$ cat src/rtl/rs_codeword_assembler_if.sv
// Beat-in / codeword-out bundle between the DQ capture path and the RS erasure decoder.
interface rs_codeword_assembler_if #(
  parameter int CHIPS      = 10,
  parameter int CHIP_W     = 4,
  parameter int FIFO_DEPTH = 4
);
  localparam int SYM_W = 8;
  localparam int LVL_W = $clog2(FIFO_DEPTH) + 1;

  logic                      beat_valid;
  logic [CHIPS*CHIP_W-1:0]   beat_data;
  logic [CHIPS-1:0]          beat_chip_err;
  logic                      erase_wr_en;
  logic [CHIPS-1:0]          erase_wr_mask;
  logic                      cw_valid;
  logic                      cw_ready;
  logic [CHIPS*SYM_W-1:0]    codeword_out;
  logic [CHIPS-1:0]          due_info_out;
  logic                      overflow;
  logic [15:0]               drop_count;
  logic [LVL_W-1:0]          fifo_level;

  modport master (
    output beat_valid, beat_data, beat_chip_err, erase_wr_en, erase_wr_mask, cw_ready,
    input  cw_valid, codeword_out, due_info_out, overflow, drop_count, fifo_level
  );

  modport slave (
    input  beat_valid, beat_data, beat_chip_err, erase_wr_en, erase_wr_mask, cw_ready,
    output cw_valid, codeword_out, due_info_out, overflow, drop_count, fifo_level
  );
endinterface

$ cat src/rtl/rs_codeword_assembler.sv
// Packs DQ beats into 80-bit RS codewords with per-chip erasure flags and queues them
// for the erasure decoder.

// One chip's symbol accumulator and dynamic error flag.
module rs_cw_lane #(
  parameter int CHIP_W = 4,
  parameter int BEATS  = 2,
  parameter int BW     = 1
) (
  input  logic              clk,
  input  logic              rst,
  input  logic              beat_valid,
  input  logic              beat_last,
  input  logic [BW-1:0]     beat_idx,
  input  logic [CHIP_W-1:0] nib,
  input  logic              chip_err,
  input  logic              static_bad,
  output logic [CHIP_W*BEATS-1:0] sym,
  output logic              erased
);
  localparam int SYM_W = CHIP_W * BEATS;

  logic [SYM_W-1:0] sym_q;
  logic             err_q;

  // sym is the symbol including the current beat, so the completion cycle needs no extra stage
  always_comb begin
    sym = sym_q;
    for (int b = 0; b < BEATS; b++)
      if (beat_idx == BW'(b)) sym[SYM_W-1-CHIP_W*b -: CHIP_W] = nib;
  end

  assign erased = err_q | chip_err | static_bad;

  always_ff @(posedge clk) begin
    if (rst) begin
      sym_q <= '0;
      err_q <= 1'b0;
    end else if (beat_valid) begin
      if (beat_last) begin
        sym_q <= '0;
        err_q <= 1'b0;
      end else begin
        sym_q <= sym;
        err_q <= err_q | chip_err;
      end
    end
  end
endmodule

module rs_codeword_assembler #(
  parameter int CHIPS      = 10,
  parameter int CHIP_W     = 4,
  parameter int BEATS      = 2,
  parameter int FIFO_DEPTH = 4
) (
  input  logic                   clk,
  input  logic                   rst,
  rs_codeword_assembler_if.slave bus
);
  localparam int SYM_W = CHIP_W * BEATS;
  localparam int CW_W  = CHIPS * SYM_W;
  localparam int ENT_W = CW_W + CHIPS;
  localparam int BW    = (BEATS > 1) ? $clog2(BEATS) : 1;
  localparam int PW    = (FIFO_DEPTH > 1) ? $clog2(FIFO_DEPTH) : 1;
  localparam int LW    = $clog2(FIFO_DEPTH) + 1;

  logic [BW-1:0]                  beat_cnt;
  logic                           beat_last;
  logic                           complete;
  logic [CHIPS-1:0]               static_mask;
  logic [CHIPS-1:0][CHIP_W-1:0]   beat_lanes;
  logic [CHIPS-1:0][SYM_W-1:0]    syms;
  logic [CHIPS-1:0]               erased;

  logic [FIFO_DEPTH-1:0][ENT_W-1:0] mem;
  logic [PW-1:0]                  wr_ptr, rd_ptr;
  logic [LW-1:0]                  level;
  logic                           push, pop, full;

  // Packed index j is chip CHIPS-1-j, which matches the MSB-first chip order on every bus
  assign beat_lanes = bus.beat_data;
  assign beat_last  = (beat_cnt == BW'(BEATS-1));
  assign complete   = bus.beat_valid && beat_last;

  for (genvar j = 0; j < CHIPS; j++) begin : g_lane
    rs_cw_lane #(.CHIP_W(CHIP_W), .BEATS(BEATS), .BW(BW)) u_lane (
      .clk        (clk),
      .rst        (rst),
      .beat_valid (bus.beat_valid),
      .beat_last  (beat_last),
      .beat_idx   (beat_cnt),
      .nib        (beat_lanes[j]),
      .chip_err   (bus.beat_chip_err[j]),
      .static_bad (static_mask[j]),
      .sym        (syms[j]),
      .erased     (erased[j])
    );
  end

  always_ff @(posedge clk) begin
    if (rst) begin
      beat_cnt    <= '0;
      static_mask <= '0;
    end else begin
      if (bus.beat_valid) beat_cnt <= beat_last ? '0 : beat_cnt + BW'(1);
      if (bus.erase_wr_en) static_mask <= bus.erase_wr_mask;
    end
  end

  assign full = (level == LW'(FIFO_DEPTH));
  assign pop  = bus.cw_valid && bus.cw_ready;
  // A full FIFO still accepts the burst when the head leaves in the same cycle
  assign push = complete && (!full || pop);

  always_ff @(posedge clk) begin
    if (push) mem[wr_ptr] <= {syms, erased};
  end

  always_ff @(posedge clk) begin
    if (rst) begin
      wr_ptr         <= '0;
      rd_ptr         <= '0;
      level          <= '0;
      bus.overflow   <= 1'b0;
      bus.drop_count <= '0;
    end else begin
      if (push) wr_ptr <= wr_ptr + PW'(1);
      if (pop)  rd_ptr <= rd_ptr + PW'(1);
      if (push && !pop)      level <= level + LW'(1);
      else if (pop && !push) level <= level - LW'(1);
      if (complete && !push) begin
        bus.overflow <= 1'b1;
        if (bus.drop_count != 16'hFFFF) bus.drop_count <= bus.drop_count + 16'd1;
      end
    end
  end

  assign bus.cw_valid   = (level != '0);
  assign bus.fifo_level = level;
  assign {bus.codeword_out, bus.due_info_out} = bus.cw_valid ? mem[rd_ptr] : '0;
endmodule
$ cat src/flat_wrapper.sv
// flat-port wrapper written by rule: the top's interface ports become plain ports
module rs_codeword_assembler_flat 
#(
  parameter int CHIPS      = 10,
  parameter int CHIP_W     = 4,
  parameter int BEATS      = 2,
  parameter int FIFO_DEPTH = 4
)
  (clk, rst, bus_beat_valid, bus_beat_data, bus_beat_chip_err, bus_erase_wr_en, bus_erase_wr_mask, bus_cw_ready, bus_cw_valid, bus_codeword_out, bus_due_info_out, bus_overflow, bus_drop_count, bus_fifo_level);
  rs_codeword_assembler_if #(.CHIPS(CHIPS), .CHIP_W(CHIP_W), .FIFO_DEPTH(FIFO_DEPTH)) bus_i ();
  input  logic clk;
  input  logic rst;
  input wire logic [$bits(bus_i.beat_valid)-1:0] bus_beat_valid;
  input wire logic [$bits(bus_i.beat_data)-1:0] bus_beat_data;
  input wire logic [$bits(bus_i.beat_chip_err)-1:0] bus_beat_chip_err;
  input wire logic [$bits(bus_i.erase_wr_en)-1:0] bus_erase_wr_en;
  input wire logic [$bits(bus_i.erase_wr_mask)-1:0] bus_erase_wr_mask;
  input wire logic [$bits(bus_i.cw_ready)-1:0] bus_cw_ready;
  output wire logic [$bits(bus_i.cw_valid)-1:0] bus_cw_valid;
  output wire logic [$bits(bus_i.codeword_out)-1:0] bus_codeword_out;
  output wire logic [$bits(bus_i.due_info_out)-1:0] bus_due_info_out;
  output wire logic [$bits(bus_i.overflow)-1:0] bus_overflow;
  output wire logic [$bits(bus_i.drop_count)-1:0] bus_drop_count;
  output wire logic [$bits(bus_i.fifo_level)-1:0] bus_fifo_level;
  assign bus_i.beat_valid = bus_beat_valid;
  assign bus_i.beat_data = bus_beat_data;
  assign bus_i.beat_chip_err = bus_beat_chip_err;
  assign bus_i.erase_wr_en = bus_erase_wr_en;
  assign bus_i.erase_wr_mask = bus_erase_wr_mask;
  assign bus_i.cw_ready = bus_cw_ready;
  assign bus_cw_valid = bus_i.cw_valid;
  assign bus_codeword_out = bus_i.codeword_out;
  assign bus_due_info_out = bus_i.due_info_out;
  assign bus_overflow = bus_i.overflow;
  assign bus_drop_count = bus_i.drop_count;
  assign bus_fifo_level = bus_i.fifo_level;
  rs_codeword_assembler #(.CHIPS(CHIPS), .CHIP_W(CHIP_W), .BEATS(BEATS), .FIFO_DEPTH(FIFO_DEPTH)) u_core (.clk(clk), .rst(rst), .bus(bus_i));
endmodule
$ cat config.mk
export PLATFORM = sky130hd
export DESIGN_NAME = rs_codeword_assembler_flat
export DESIGN_NICKNAME = d
export VERILOG_FILES = /design/src/rtl/rs_codeword_assembler_if.sv /design/src/rtl/rs_codeword_assembler.sv /design/src/flat_wrapper.sv
export SDC_FILE = /design/constraint.sdc
export NUM_CORES = 1
export LEC_CHECK = 0
export ABC_AREA = 1
export CORE_MARGIN = 4
export CORE_UTILIZATION = 40
export DETAILED_ROUTE_END_ITERATION = 8
export DONT_BUFFER_PORTS = 1
export HOLD_SLACK_MARGIN = 0.05
export SYNTH_ARGS = -nofsm -noshare
export SYNTH_HDL_FRONTEND = slang
export SYNTH_SLANG_ARGS = --single-unit
$ cat constraint.sdc
create_clock -name clk -period 5.9 [get_ports clk]
set_input_delay 1.18 -clock clk [delete_from_list [all_inputs] [get_ports clk]]
set_output_delay 1.18 -clock clk [all_outputs]
set_load 0.01 [all_outputs]
==> results.toml <==
[timing]
worstMarginPinSlew_ps = 1190
setup_viol = 0
hold_violations = 0
period_needed_ps = 4320
rsz0062_at_grt = "false"
slew_violations = 0
clock_skew_ps = 18.7
tns_ps = 0
fin_crit_sh_pct = 73.3
slew_headroom_pct = 20.8
fmaxAchievable_ghz = 0.231

[global_route]
grt_pass1_vias = 12198
track_usage_pct = 17.9
grt_pass1_wl_mm = 73.1
antenna_found_initial = 0
grt_overflow = 0
grt_max_degree = 122

[die]
dieHeight_um = 228
ios = 176
core_region_area_sq_mm = 0.0477
initial_core_util_pct = 40.4
die_area_sq_mm = 0.0518
rows = 80
die_w_um = 228

[worst_setup_path]
startpoint_type = "flip-flop"
path_class = "flip-flop to primary output"
critPathCapture = "bus_codeword_out[43]"
slowest_delay_ps = 910
cp_slowest_cell = "inv_4"
cp_num_cells = 4
crit_start = "u_core.rd_ptr[0]"
crit_buf_inv = 2
cp-end-kind = "primary output"
arrival_ps = 3140
crit_required_ps = 4720
crit_path_cell_trace = "inv_4, buf_4, o21ai_0, a21oi_1"
critical_path.top_delay_family = "buffers and inverters"
r2r_setup_slack_ps = 2940
reg2reg_depth = 5
cp_max_fo = 121
worstReg2RegEnd = "u_core.mem[101]"
reg2reg_from = "u_core.beat_cnt"

[cts]
htree_levels = 2
ctsResizeCount = 0
ctsHoldBuffers = 0
clk_path_buf_depth = 3
clock_latency_ps = 590
cts_made_buffers = 50
cts-root-buf = "clkbuf_16"
clkSlewWorstSetupHoldPaths_ps = 60
cts_tree = "yes"
clock-sinks = 485
cts_setup_buffers = 0

[synthesis]
synthMuxAreaShare_pct = 0
synthAdderAreaFrac_pct = 0.492
synthSimpleGateAreaFrac_pct = 14.2
synthArstFlopShare_pct = 0
ys_warn_count = 0
synth-seq-area-share_pct = 68.9
synth_cell_types = 32
syn_area_per_cell_sq_um = 10.5
ys_ff_latch = 485
synth-compound-area-share_pct = 11.7
synth-edff-count = 360
synth_cells = 1841
syn-cell-area_sq_mm = 0.0193
synth_ff_type = "edfxtp_1"
synth-xor-area-share_pct = 0.181
synth_top_family_by_area = "simple AND/OR/NAND/NOR gates"
syn_nets = 1913

[place]
io_buffers = 0
hpwl_mm = 27.2
place_inst = 2363
gp_congestion = 0.815

[detailed_routing]
totalWireLength_mm = 48.1
via_count = 12713
dr.pass1.iters = 5
ant_nets = 0
avgViaCountPerCell = 5.17
drc = 0
wire_per_inst_um = 19.6
drtIter0Drc = 783

[pwr]
leakage_nw = 7.38
power.density_mw_per_mm2 = 403
ir_drop_uv = 212

[layout]
antennaDiodeCount = 0
area_delta_synth_final_pct = 10.4
drive_gt1_share_pct = 6.30
final_nets = 1872
fill_cells = 4355
final_cells = 2457

[worst_hold_path]
hp-class = "flip-flop to flip-flop"

[status]
outcome = "finished clean"

[run]
max_cap_viol_count = 0
==> layout make-up <==
| type | count | area [sq um] | area share, % |
|---|---|---|---|
| clock buffers | 64 | 1340 | 6.30 |
| repair buffers | 17 | 140 | 0.657 |
| inverters | 78 | 300 | 1.41 |
| multi-input cells | 1168 | 5180 | 24.3 |
| flip-flops and latches | 485 | 13300 | 62.5 |
| well taps | 615 | 769 | 3.61 |
| clock inverters | 30 | 264 | 1.24 |
==> worst reg2reg max path: stages (launching register included) <==
cell and delay (ps):
dfxtp_4 600, nand2_1 190, inv_2 120, nand2_1 300, nor2_4 880, buf_4 520
==> report_power, final <==
group / internal [mW] / switching [mW] / leakage [nW]
clock: 1.79 / 1.30 / 0.786
combinational: 0.339 / 1.30 / 2.28
sequential: 3.78 / 0.103 / 4.32
==> synthesized netlist by cell type (4+ instances only) <==
master / count / area share (%)
inv_2: 4 / 0.078
nand3_1: 14 / 0.36
edfxtp_1: 360 / 56
buf_4: 5 / 0.19
nor2_4: 4 / 0.23
buf_6: 10 / 0.58
o21ai_0: 278 / 7.2
clkbuf_1: 47 / 0.91
buf_1: 7 / 0.14
dfxtp_1: 125 / 13
a21oi_1: 167 / 4.3
buf_2: 41 / 1.1
nand2_1: 215 / 4.2
nor2_1: 463 / 9.0
ha_1: 6 / 0.39
inv_1: 73 / 1.4
==> registers in the layout, summed over array words and instances, names as in the netlist <==
name,flops
u_core.g_lane.u_lane.err_q,10
u_core.beat_cnt,1
u_core.mem,360
u_core.bus.fifo_level,3
u_core.bus.overflow,1
u_core.wr_ptr,2
u_core.static_mask,10
u_core.rd_ptr,2
u_core.g_lane.u_lane.sym_q,80
u_core.bus.drop_count,16
==> per-stage QoR <==
step                      utilization, %  hold WS (ps)  power (mW)  setup WS, ps  cell area (sq um)
after global routing                44.7           441        9.04          1290              21300
after global placement              41.3           417        5.61          2170              19700
after floorplan                        -           410        5.20         -20.8              19300
after CTS                           44.7           430        8.73          1520              21300
after detailed placement            41.3           421        5.63          2150              19700
final                               44.7           427        8.60          1580              21300
==> metal layers <==
metal  global-route usage [%]  vias to the layer above  wire length (um)
li1                         -                     6178                 -
met1                     23.7                     6160             20900
met2                     29.3                      308             22600
met3                     5.60                       67              3780
met4                     3.73                        0               757
met5                        0                        -                 0
==> cell usage in the layout (no fill, tap or decap), types with 2 or more instances in the layout <==
cell	Yosys	layout
clkbuf_1	47	10
clkinv_2	0	9
inv_2	4	4
buf_4	5	16
edfxtp_1	360	360
nand2_1	215	214
nand4_1	3	3
inv_1	73	71
xnor2_1	2	2
nand2_4	1	2
inv_6	0	3
clkinvlp_4	0	2
nand3_1	14	14
o21ai_0	278	278
o21ai_1	3	3
a21oi_1	167	167
nor2_1	463	459
clkbuf_16	0	50
inv_4	0	3
ha_1	6	6
clkinv_1	1	11
clkbuf_8	0	4
xor2_1	2	2
bufinv_16	0	4
nor2_4	4	8
dfxtp_4	0	3
dfxtp_1	125	122
==> worst min path at each step <==
| stage | startpoint | endpoint | cells past startpoint |
|---|---|---|---|
| after floorplan | u_core.g_lane[0].u_lane.sym_q[0] | u_core.g_lane[0].u_lane.sym_q[0] | 2 |
| after global placement | u_core.g_lane[7].u_lane.sym_q[0] | u_core.g_lane[7].u_lane.sym_q[0] | 2 |
| after detailed placement | u_core.g_lane[7].u_lane.sym_q[0] | u_core.g_lane[7].u_lane.sym_q[0] | 2 |
| after CTS | u_core.g_lane[7].u_lane.sym_q[0] | u_core.g_lane[7].u_lane.sym_q[0] | 2 |
| after global routing | u_core.g_lane[3].u_lane.sym_q[0] | u_core.g_lane[3].u_lane.sym_q[0] | 2 |
| final | u_core.g_lane[7].u_lane.sym_q[0] | u_core.g_lane[7].u_lane.sym_q[0] | 2 |
==> cell families (layout without fill, tap and decap cells) <==
logic type	count (synthesis)	in the layout
flip-flops	485	485
XOR/XNOR	4	4
AO/OA/AOI/OAI	450	450
AND/OR/NAND/NOR	707	707
buffers and inverters	188	189
adder cells (fa/ha/maj)	7	7
Note: power is estimated with default switching activity, not from simulation.
==> edit: new RTL, same flow settings <==
Make the reset (`rst`) asynchronous in 3 clocked blocks.
--- a/src/rtl/rs_codeword_assembler.sv
+++ b/src/rtl/rs_codeword_assembler.sv
@@ -33,5 +33,5 @@
   assign erased = err_q | chip_err | static_bad;
 
-  always_ff @(posedge clk) begin
+  always_ff @(posedge clk or posedge rst) begin
     if (rst) begin
       sym_q <= '0;
@@ -99,5 +99,5 @@
   end
 
-  always_ff @(posedge clk) begin
+  always_ff @(posedge clk or posedge rst) begin
     if (rst) begin
       beat_cnt    <= '0;
@@ -118,5 +118,5 @@
   end
 
-  always_ff @(posedge clk) begin
+  always_ff @(posedge clk or posedge rst) begin
     if (rst) begin
       wr_ptr         <= '0;
Behaviour: differs if rst is asserted again (counterexample within 4 cycles, from zero or initial values and one cycle with rst high); with rst held inactive, the same outputs for 4 cycles.
==> edit against the original RTL <==
  * Via count is 0.66% lower
  * Area after synthesis is 2.6% higher
  * Cell count is 2.0% higher
  * Power is 20% higher
  * Sequential cell count stayed put
  * Final area is 3.1% higher
  * Routed wire length is 0.29% higher
  * Worst setup slack worse by 390 ps
  * Critical endpoint is now bus_codeword_out[65]
==> edit: results (changes against the original RTL) <==
{
  "outcome": {"value": "finished, final reports clean"},
  "slowest_delay": {"value": 1050, "unit": "ps", "change": "+140 ps"},
  "grt_max_degree": {"value": 102, "change": "-16%"},
  "synthTopCellsByArea": {"value": "sky130_fd_sc_hd__edfxtp_1 55%, sky130_fd_sc_hd__dfrtp_1 16%, sky130_fd_sc_hd__nor2_1 8.1%, sky130_fd_sc_hd__o21ai_0 6.9%, sky130_fd_sc_hd__nand2_1 5.6%"},
  "layout-drive-gt1-share": {"value": 6.73, "unit": "%", "change": "+0.43 points"},
  "final-clk-cell-share": {"value": 7.27, "unit": "%", "change": "-0.27 points"},
  "grt_met1_usage": {"value": 24.5, "unit": "%", "change": "+0.77 points"},
  "min_from": {"value": "u_core.g_lane[3].u_lane.err_q"},
  "async_reset_ff_share": {"value": 25.8, "unit": "%", "change": "+26 points"},
  "critical_path.slowest_cell": {"value": "sky130_fd_sc_hd__dfrtp_4"},
  "synthMuxAreaShare": {"value": 0.0569, "unit": "%", "change": "+0.057 points"},
  "post_drt_via_cell_ratio": {"value": 5.04, "change": "-2.6%"},
  "wirelength_met1": {"value": 21100, "unit": "µm", "change": "+0.97%"},
  "grt_util_met2": {"value": 29.3, "unit": "%", "change": "-0.052 points"},
  "crit_family": {"value": "flip-flops"},
  "layout.filler_cells": {"value": 4465, "change": "+2.5%"},
  "multi_input_comb_area": {"value": 5070, "unit": "µm²", "change": "-2.2%"},
  "holdPathEnd": {"value": "u_core.g_lane[3].u_lane.err_q"},
  "worstMarginPinSlew": {"value": 1190, "unit": "ps", "change": "+1.65 ps"},
  "worstSetupEndpoint": {"value": "bus_codeword_out[65]"},
  "non_clock_inverter_count": {"value": 91, "change": "+17%"},
  "setup.reg_to_reg.worst_slack": {"value": 2340, "unit": "ps", "change": "-600 ps"},
  "final.setup_skew": {"value": 24.3, "unit": "ps", "change": "+5.65 ps"},
  "number_of_global_route_vias_before_repair": {"value": 12400, "change": "+1.5%"},
  "wirelength": {"value": 48200, "unit": "µm", "change": "+0.29%"},
  "global_route_wire_length_before_repair": {"value": 74100, "unit": "µm", "change": "+1.3%"},
  "synth_fa_ha_area_share": {"value": 0.480, "unit": "%", "change": "-0.012 points"},
  "synth_compound_area_share": {"value": 9.87, "unit": "%", "change": "-1.9 points"},
  "synth_nets": {"value": 1908, "change": "-0.26%"},
  "num-clock-buffers": {"value": 74, "change": "+16%"},
  "startpoint": {"value": "u_core.rd_ptr[0]"}
}
[edit: changes by cell type in the layout (fill, tap and decap cells not counted), sizes merged, moves of 6 or more]
cell,before,now
dfrtp,0,125
dfxtp,125,0
nand2,217,299
a21oi,167,102
nor2,468,436
inv,81,93
clkbuf,64,74
nand3,16,6
xor2,2,9
nor3,1,7
[edit: where the power goes]
group	total [µW]	internal, µW	leakage, µW	switching (µW)
clock network	3040	1730	0.000790	1310
registers	4440	4110	0.00492	324
logic	2850	722	0.00242	2130
total	10300	6570	0.00814	3770
[edit: through the flow]
stage / utilization (%) / hold WS [ps] / std cells / instance area, µm² / power [µW]
final: 44.9 / 479 / 2507 / 22000 / 10300
after global routing: 44.9 / 502 / 2507 / 22000 / 11000
after CTS: 44.9 / 482 / 2507 / 22000 / 10500
after detailed placement: 41.6 / 467 / 2412 / 20400 / 7430
after global placement: 41.6 / 464 / 2412 / 20400 / 7380
after floorplan: - / 452 / 1836 / 19800 / 6520
